`config.mk`:
```
export PLATFORM = sky130hd
export DESIGN_NAME = uart_rx_fifo
export DESIGN_NICKNAME = d
export VERILOG_FILES = /design/src/rtl/uart_pkg.sv /design/src/rtl/byte_fifo.sv /design/src/rtl/uart_rx_fifo.sv
export SDC_FILE = /design/constraint.sdc
export NUM_CORES = 1
export LEC_CHECK = 0
export ABC_AREA = 0
export BUFFER_PORTS_ARGS = -buffer_cell sky130_fd_sc_hd__buf_2
export CAP_MARGIN = 5
export CORE_MARGIN = 5
export CORE_UTILIZATION = 40
export CTS_CLUSTER_SIZE = 25
export DETAILED_ROUTE_END_ITERATION = 8
export PLACE_DENSITY = 0.66
export SLEW_MARGIN = 15
export SYNTH_ARGS = -nofsm -noshare
export SYNTH_HDL_FRONTEND = slang
export SYNTH_SLANG_ARGS = --single-unit
```
`constraint.sdc`:
```
create_clock -name HCLK -period 2.46 [get_ports HCLK]
set_input_delay 0.492 -clock HCLK [delete_from_list [all_inputs] [get_ports HCLK]]
set_output_delay 0.492 -clock HCLK [all_outputs]
set_load 0.02 [all_outputs]
```
`src/rtl/uart_pkg.sv`:
```
// rtl/uart_pkg.sv - shared types, constants and baud divider helper for the UART receiver
//
// Purpose : receiver FSM state encoding, oversampling constants and the
//           tick divider calculation used by uart_rx_fifo.
// Ports   : none (package).

package uart_pkg;

  typedef enum logic [2:0] {
    IDLE,
    START,
    DATA,
    PARITY,
    STOP
  } state_t;

  localparam int         OS_RATE   = 16;
  localparam logic [3:0] OS_MID    = 4'd7;
  localparam int         DATA_BITS = 8;
  localparam logic [2:0] LAST_BIT  = 3'(DATA_BITS - 1);

  // Oversample tick divider, rounded to nearest and never below 1.
  function automatic int calc_div(input int clk_hz, input int baud);
    int den;
    int q;
    den = baud * OS_RATE;
    q   = (clk_hz + den / 2) / den;
    return (q < 1) ? 1 : q;
  endfunction

endpackage

```
`src/rtl/byte_fifo.sv`:
```
// rtl/byte_fifo.sv - first-word-fall-through byte FIFO for received UART data
//
// Purpose : small FWFT buffer; the head entry is visible on data_o whenever
//           the FIFO is not empty.
// Ports   : clk_i      - clock, rising edge
//           rst_i      - asynchronous active-high reset
//           push_i     - write data_i this cycle
//           data_i     - write data
//           pop_i      - remove the head entry (ignored when empty)
//           data_o     - head entry, forced to zero while empty
//           empty_o    - FIFO holds no entries
//           overflow_o - push refused because the FIFO was full with no pop

module byte_fifo #(
  parameter int DEPTH = 8,
  parameter int WIDTH = 8
) (
  input  logic             clk_i,
  input  logic             rst_i,
  input  logic             push_i,
  input  logic [WIDTH-1:0] data_i,
  input  logic             pop_i,
  output logic [WIDTH-1:0] data_o,
  output logic             empty_o,
  output logic             overflow_o
);

  localparam int AW = $clog2(DEPTH);

  // One extra pointer bit distinguishes full from empty when the index bits match.
  logic [AW:0]      wr_q, wr_d;
  logic [AW:0]      rd_q, rd_d;
  logic [WIDTH-1:0] mem_q [DEPTH];
  logic             full;
  logic             empty;
  logic             pop_ok;
  logic             push_ok;

  assign empty   = (wr_q == rd_q);
  assign full    = (wr_q[AW] != rd_q[AW]) && (wr_q[AW-1:0] == rd_q[AW-1:0]);
  assign pop_ok  = pop_i && !empty;
  // A simultaneous pop frees the slot, so a full FIFO can still take the push.
  assign push_ok = push_i && (!full || pop_ok);

  always_comb begin
    wr_d = wr_q;
    rd_d = rd_q;
    if (push_ok) wr_d = wr_q + 1'b1;
    if (pop_ok)  rd_d = rd_q + 1'b1;
  end

  always_ff @(posedge clk_i or posedge rst_i) begin
    if (rst_i) begin
      wr_q <= '0;
      rd_q <= '0;
    end else begin
      wr_q <= wr_d;
      rd_q <= rd_d;
    end
  end

  always_ff @(posedge clk_i) begin
    if (push_ok) mem_q[wr_q[AW-1:0]] <= data_i;
  end

  assign data_o     = empty ? '0 : mem_q[rd_q[AW-1:0]];
  assign empty_o    = empty;
  assign overflow_o = push_i && full && !pop_ok;

endmodule

```
`src/rtl/uart_rx_fifo.sv`:
```
// rtl/uart_rx_fifo.sv - 16x oversampling UART receiver with FWFT byte FIFO and sticky errors
//
// Purpose : receives 8N1 frames from an asynchronous rx line, sampling each
//           bit at the middle of its period, and buffers bytes in byte_fifo.
//           Optional parity support is enabled by defining UART_RX_PARITY_EN.
// Ports   : HCLK       - system clock, rising edge
//           HRESET     - asynchronous active-high reset
//           rx         - raw serial line, idles high
//           rd_en      - pop the head byte (ignored when rd_valid=0)
//           rd_data    - head byte, valid while rd_valid=1
//           rd_valid   - FIFO not empty
//           frame_err  - sticky, a stop bit was sampled low
//           overrun    - sticky, a byte was dropped because the FIFO was full
//           clr_err    - synchronous clear of the sticky flags
//           odd_parity - (UART_RX_PARITY_EN) 1 = odd parity, 0 = even
//           parity_err - (UART_RX_PARITY_EN) sticky, parity bit mismatch

module uart_rx_fifo
  import uart_pkg::*;
#(
  parameter int CLK_HZ     = 50000000,
  parameter int BAUD       = 19200,
  parameter int FIFO_DEPTH = 8
) (
  input  logic       HCLK,
  input  logic       HRESET,
  input  logic       rx,
  input  logic       rd_en,
  output logic [7:0] rd_data,
  output logic       rd_valid,
  output logic       frame_err,
  output logic       overrun,
`ifdef UART_RX_PARITY_EN
  input  logic       odd_parity,
  output logic       parity_err,
`endif
  input  logic       clr_err
);

  localparam int             DIV      = calc_div(CLK_HZ, BAUD);
  localparam int             DIV_W    = (DIV > 1) ? $clog2(DIV) : 1;
  localparam logic [DIV_W-1:0] DIV_LAST = DIV_W'(DIV - 1);

  logic             sync1_q;
  logic             rx_s;
  state_t           state_q, state_d;
  logic [3:0]       os_q, os_d;
  logic [2:0]       bit_cnt_q, bit_cnt_d;
  logic [7:0]       shift_q, shift_d;
  logic [DIV_W-1:0] div_cnt_q, div_cnt_d;
  logic             frame_err_q, frame_err_d;
  logic             overrun_q, overrun_d;
  logic             tick;
  logic             sample;
  logic             push;
  logic             frame_set;
  logic             fifo_empty;
  logic             fifo_overflow;
`ifdef UART_RX_PARITY_EN
  logic             parity_err_q, parity_err_d;
  logic             parity_set;
`endif

  // Two-flop synchronizer, preset to the idle line level.
  always_ff @(posedge HCLK or posedge HRESET) begin
    if (HRESET) begin
      sync1_q <= 1'b1;
      rx_s    <= 1'b1;
    end else begin
      sync1_q <= rx;
      rx_s    <= sync1_q;
    end
  end

  assign tick   = (div_cnt_q == DIV_LAST);
  assign sample = tick && (os_q == OS_MID);

  always_comb begin
    state_d     = state_q;
    os_d        = os_q;
    bit_cnt_d   = bit_cnt_q;
    shift_d     = shift_q;
    div_cnt_d   = tick ? '0 : div_cnt_q + 1'b1;
    push        = 1'b0;
    frame_set   = 1'b0;
`ifdef UART_RX_PARITY_EN
    parity_set  = 1'b0;
`endif
    if (tick) os_d = os_q + 4'd1;

    case (state_q)
      IDLE: begin
        if (!rx_s) begin
          // Restart the divider so ticks line up with the start edge.
          state_d   = START;
          os_d      = 4'd0;
          div_cnt_d = '0;
          bit_cnt_d = 3'd0;
        end
      end
      START: begin
        if (sample) state_d = rx_s ? IDLE : DATA;
      end
      DATA: begin
        if (sample) begin
          shift_d   = {rx_s, shift_q[7:1]};
          bit_cnt_d = bit_cnt_q + 3'd1;
          if (bit_cnt_q == LAST_BIT) begin
`ifdef UART_RX_PARITY_EN
            state_d = PARITY;
`else
            state_d = STOP;
`endif
          end
        end
      end
`ifdef UART_RX_PARITY_EN
      PARITY: begin
        if (sample) begin
          // Even parity bit equals XOR of the data; odd parity inverts it.
          if (rx_s != ((^shift_q) ^ odd_parity)) parity_set = 1'b1;
          state_d = STOP;
        end
      end
`endif
      STOP: begin
        if (sample) begin
          if (rx_s) push = 1'b1;
          else      frame_set = 1'b1;
          // Leaving immediately lets a start bit follow a single stop bit.
          state_d = IDLE;
        end
      end
      default: state_d = IDLE;
    endcase

    // Set has priority over clear.
    frame_err_d = frame_set     ? 1'b1 : (clr_err ? 1'b0 : frame_err_q);
    overrun_d   = fifo_overflow ? 1'b1 : (clr_err ? 1'b0 : overrun_q);
`ifdef UART_RX_PARITY_EN
    parity_err_d = parity_set   ? 1'b1 : (clr_err ? 1'b0 : parity_err_q);
`endif
  end

  always_ff @(posedge HCLK or posedge HRESET) begin
    if (HRESET) begin
      state_q     <= IDLE;
      os_q        <= 4'd0;
      bit_cnt_q   <= 3'd0;
      shift_q     <= 8'h00;
      div_cnt_q   <= '0;
      frame_err_q <= 1'b0;
      overrun_q   <= 1'b0;
    end else begin
      state_q     <= state_d;
      os_q        <= os_d;
      bit_cnt_q   <= bit_cnt_d;
      shift_q     <= shift_d;
      div_cnt_q   <= div_cnt_d;
      frame_err_q <= frame_err_d;
      overrun_q   <= overrun_d;
    end
  end

`ifdef UART_RX_PARITY_EN
  always_ff @(posedge HCLK or posedge HRESET) begin
    if (HRESET) parity_err_q <= 1'b0;
    else        parity_err_q <= parity_err_d;
  end
  assign parity_err = parity_err_q;
`endif

  byte_fifo #(
    .DEPTH (FIFO_DEPTH),
    .WIDTH (DATA_BITS)
  ) u_fifo (
    .clk_i      (HCLK),
    .rst_i      (HRESET),
    .push_i     (push),
    .data_i     (shift_q),
    .pop_i      (rd_en),
    .data_o     (rd_data),
    .empty_o    (fifo_empty),
    .overflow_o (fifo_overflow)
  );

  assign rd_valid  = !fifo_empty;
  assign frame_err = frame_err_q;
  assign overrun   = overrun_q;

endmodule

```
=== After elaboration in Yosys (flattened, before gate mapping) ===
Memory sizes are Yosys's and may differ from the RTL's.
Index checks and enable logic that the tools add are counted.

* $add $sub $neg: 5
* $mul: 0
* Divide/modulo/power cells: 0
* $lt $le $gt $ge: 0
* Equality and inequality tests: 14
* Shifts and indexed selects: 0
* Mux-type cells: 28
* Bitwise gates (word level): 0
* Reduce and logical (&&, ||, !) cells: 17

{| class="wikitable"
|+ Operator list
! kind !! count
|-
| 8-bit 2-to-1 mux || 4
|-
| 3-bit 2-to-1 mux || 7
|-
| 4-bit by 1-bit adder with 4-bit output (second input constant) || 3
|-
| 4-bit 2-to-1 mux || 3
|-
| 3-bit one-hot mux with 4 select lines || 1
|-
| 1-bit 2-to-1 mux || 11
|-
| 2-bit != test (second input constant) || 5
|-
| 8-bit by 1-bit adder with 8-bit output (second input constant) || 1
|-
| 8-bit == test (second input constant) || 1
|-
| 3-bit == test (second input constant) || 2
|-
| 1-bit logical AND || 6
|-
| 3-bit one-hot mux with 2 select lines || 1
|-
| 2-bit nonzero test || 3
|-
| 5-bit AND reduction || 1
|-
| 4-bit by 3-bit == test with 1-bit output (second input constant) || 1
|-
| 4-bit == test || 1
|-
| 3-bit by 1-bit adder with 3-bit output (second input constant) || 1
|-
| 3-bit by 1-bit == test with 1-bit output (second input constant) || 1
|-
| 3-bit by 2-bit == test with 1-bit output (second input constant) || 1
|-
| 3-bit == test || 1
|-
| 1-bit logical NOT || 3
|-
| 3-bit logical NOT || 1
|-
| 3-bit AND reduction || 1
|-
| 2-bit 2-to-1 mux || 1
|-
| 3 further kinds || 3
|}

* Bits in registers: 38
* Bits in latches: 0
* Bits in writable memories: 64
* ROM bits: 0
* Input bits: 5
* Output and inout bits: 11
* Logic and storage cells: 76
* Memories kept: 1

{| class="wikitable"
|+ Memory list
! memory !! words !! width !! read ports !! clocked after memory_dff !! wr ports !! RTL line !! text
|-
| u_fifo.mem_q || 8 || 8 || 1 || 0 || 1 || byte_fifo.sv:33 || <nowiki>logic [WIDTH-1:0] mem_q [DEPTH];</nowiki>
|}

=== Logic depth before layout (Yosys ltp) ===
* Depth in word-level cells: 7
* Gate-level depth with buffers: 7
* Mapped depth without buffers: 6

=== Cells and area by module ===
Synthesis repeated with hierarchy kept, for this count alone.

* Cells, all modules: 278
* Area total of the unflattened synthesis: 4505.6 µm²

{| class="wikitable"
|+ Modules (own cells, without submodules)
! module !! instances !! cells each !! area each (µm²) !! sequential area each (µm²)
|-
| byte_fifo || 1 || 158 || 3100.5 || 2122.0
|-
| uart_rx_fifo || 1 || 120 || 1405.1 || 753.2
|}

=== Worst setup path after synthesis ===
No wires, ideal clock.

* Path type: register to output
* From: reg u_fifo.rd_q[0]
* To: out rd_data[0]
* Arrival time: 1.553 ns
* Required time: 1.968 ns
* Slack: 0.415 ns
* Stages on the path, launching flop included: 6
* Path buffers: 2
* Cells stage by stage: dfrtp_1 -> buf_6 -> buf_2 -> mux4_2 -> mux2i_1 -> nor2_1

* Longest elaborated chain between the ends: 2
* Elaborated cells between the ends (all ways): 3
* Those cells by class: 1 x eq/ne; 1 x mux; 1 x memory

{| class="wikitable"
|+ Ends and longest elaborated chain
! element !! RTL line !! text
|-
| start: declaration || byte_fifo.sv:32 || <nowiki>logic [AW:0] rd_q, rd_d;</nowiki>
|-
| start signal: assignment || byte_fifo.sv:58 || <nowiki>rd_q <= rd_d;</nowiki>
|-
| memory read 8 x 8 bit or 4-bit == test (tied branches) || -- ||
|-
| 8-bit 2-to-1 mux * || byte_fifo.sv:66 || <nowiki>assign data_o = empty ? '0 : mem_q[rd_q[AW-1:0]];</nowiki>
|-
| end: declaration || uart_rx_fifo.sv:29 || <nowiki>output logic [7:0] rd_data,</nowiki>
|}

Every way passes the cells marked *; elsewhere a longest branch is shown, timed or not.

=== Worst setup path in the final report ===
* From: reg u_fifo.rd_q[0]
* To: out rd_data[4]

The elaborated chain is that of the path after synthesis.

==> qor.yml <==
floorplanning:
  dieHeight_um: 115
  die_area_um2: 13200
  die_w_um: 115
  start_util: 0.406
  core_area_um2: 10800
  ios: 16
  core.rowCount: 38
timing:
  max_freq_mhz: 423
  rsz0062_at_grt: "true"
  holdWs_ns: 0.214
  min_period_ns: 2.36
  skew_ns: 0.0146
  period_share: 0.960
  hold_viol_final: 0
  setup_violations: 0
  drv_slew: 0
  worst_pin_slew_ns: 0.701
  slew_headroom: 0.528
logic_synthesis:
  syn-instance-count: 268
  synth_flop_cell: "edfxtp_1"
  syn_area_per_cell_um2: 16.4
  synth_seq_cells: 102
  seq_area_frac_synth: 0.656
  ys_types: 51
  async_reset_ff_frac: 0.373
  synth.top_cell.area_share: 0.438
  synth_top_area_cell: "edfxtp_1"
  synth_area_um2: 4380
  synth_area_leaders: "edfxtp_1 44%, dfrtp_1 21%, mux4_2 8.2%"
  yosysWarnings: 0
  synth-edff-count: 64
  synth_fp_nets: 280
clocking:
  clk_latency_ns: 0.37
  htreeDepth: 3
  cts_sinks: 102
  cts_hold_buf: 0
  cts_tree: "built"
  cts_buffer_depth: 2
  clk_pin_slew_worst_paths_ns: 0.10
  numCtsBuffers: 9
  cts_root_buffer: "clkbuf_8"
drt:
  routed_wl_mm: 7.32
  drtPass1Iterations: 4
  wl_per_cell_um: 16.8
  drt_iter0_drc: 139
  route.detailed.drc: 0
  viasPerCell: 5.11
  drtAntennaViolNets: 0
  vias: 2226
finish:
  fin_nets: 303
  fillers: 941
  layout.cells.non_filler: 436
  drive_gt1_frac: 0.287
  syn2layout_area_growth_pct: 10.4
  antennaDiodeCount: 0
grt:
  grt_max_degree: 39
  grt_usage: 0.126
  grt_pass1_vias: 2293
  grt_pass1_wl_mm: 12.5
  antenna_found_initial: 0
  overflow: 0
critical_path:
  cp-end-kind: "output port"
  crit_fanout: 20
  cp-start-kind: "flop"
  critPathArrivalTime_ns: 1.87
  slowest_delay_ns: 0.54
  worstPathRequired_ns: 1.97
  path_class: "reg2out"
  crit_chain: "buf_12 -> mux4_2 -> mux2i_2 -> nor2_1 -> buf_2"
  cp_slowest_cell: "mux4_2"
place:
  dpl.cell_count: 419
  gp_congestion: 0.736
  io_buffers: 15
  hpwlAfterDp_mm: 4.81
pwr:
  peakVddDrop_mv: 0.400
  p_leak_uw: 0.00198
  power.density_nw_per_um2: 761
job:
  max-cap-violations: 0
hold_path:
  hp-class: "in2reg"
outcome:
  status: "finished clean"
cell type report:
class | count | area [um2] | area share
Clock inverter | 6 | 53.8 | 0.0111
Timing Repair Buffer | 25 | 163 | 0.0336
Tap cell | 140 | 175 | 0.0362
Multi-Input combinational cell | 145 | 1410 | 0.292
Sequential cell | 102 | 2880 | 0.594
Inverter | 8 | 30.0 | 0.00621
Clock buffer | 10 | 128 | 0.0264
path summary, 6_finish.rpt:
path / start / end / slack (ns) / depth (start not counted)
hold / removal: rx / sync1_q / 0.21 / 1
max in group asynchronous: HRESET / rx_s / 1.89 / 3
setup reg to reg: div_cnt_q[0] / u_fifo.mem_q[0][7] / 0.31 / 6
hold reg to reg: sync1_q / rx_s / 0.37 / 0
setup / recovery: u_fifo.rd_q[0] / rd_data[4] / 0.1 / 5
min in group asynchronous: HRESET / div_cnt_q[5] / 0.22 / 3
critical path: cells and delay by family, from the launching register on:
family	cells	cell delay, ns
DFF	1	0.38
muxes	2	0.71
and+or+nand+nor	1	0.05
buffers and inverters	2	0.36
report_power, final:
group / switching (uW) / internal [uW]
clock: 584 / 386
combinational: 448 / 390
sequential: 30.4 / 1840
total: 1060 / 2620
placed cells by master, fill, tap and decap left out, drive strengths merged, types with 4 or more instances in the layout:
master	synthesis	layout
mux4	16	16
clkbuf	4	10
mux2	10	10
nand3	10	10
xnor2	6	6
edfxtp	64	64
buf	9	25
xor2	13	13
inv	8	11
mux2i	8	8
nand2	8	8
dfrtp	36	36
a21oi	4	4
and4bb	4	4
nor2	26	26
ha	7	7
synth_stat cells (2+ instances only):
master	n
a21oi_1	3
and3_1	2
and3b_1	2
and4b_1	3
and4bb_2	3
buf_2	4
buf_4	2
buf_6	2
clkbuf_2	3
dfrtp_1	36
dfstp_2	2
edfxtp_1	64
ha_1	7
inv_1	8
mux2_2	6
mux2_4	4
mux2i_1	8
mux4_2	16
nand2_1	8
nand3_1	10
nor2_1	26
nor3_1	2
o21ai_0	2
xnor2_1	6
xor2_1	13
state kept, by name (all words and copies together), names as in the netlist:
register      count
bit_cnt_q         3
div_cnt_q         8
frame_err         1
os_q              4
overrun           1
rx_s              1
shift_q           8
state_q           3
sync1_q           1
u_fifo.mem_q     64
u_fifo.rd_q       4
u_fifo.wr_q       4
what timing repair did:
| action | in CTS | in global routing |
|---|---|---|
| gates resized for setup | 0 | 3 |
| endpoints found under the setup margin | 0 | 9 |
| buffers inserted | 0 | 1 |
through the flow:
step                TNS, ns  area [um2]  setup slack [ns]  power, uW   util
floorplan                 0        4380             0.415       2550      -
global placement          0        4630             0.384       2740  0.429
detailed placement        0        4630             0.301       2750  0.429
CTS                       0        4810            0.0214       3720  0.446
global route         -0.214        4840           -0.0341       3880  0.448
finish                    0        4840            0.0982       3680  0.448
per-layer routing:
| metal | GRT usage | vias to the layer above | wire length (um) |
|---|---|---|---|
| li1 | - | 1047 | - |
| met4 | 0.0309 | 0 | 54 |
| met2 | 0.202 | 39 | 3660 |
| met5 | 0 | - | 0 |
| met3 | 0.0428 | 6 | 273 |
| met1 | 0.167 | 1134 | 3340 |
cells by family (layout without fill, tap and decap cells):
logic type / count (synthesis) / in the layout / synth area share
mux: 34 / 34 / 0.130
fa+ha+maj: 7 / 7 / 0.0200
buf+inv: 21 / 49 / 0.0251
xor+xnor: 19 / 19 / 0.0380
simple gates: 72 / 72 / 0.107
flops: 102 / 102 / 0.656
compound gates: 13 / 13 / 0.0243
(Power assumes the default switching activity.)
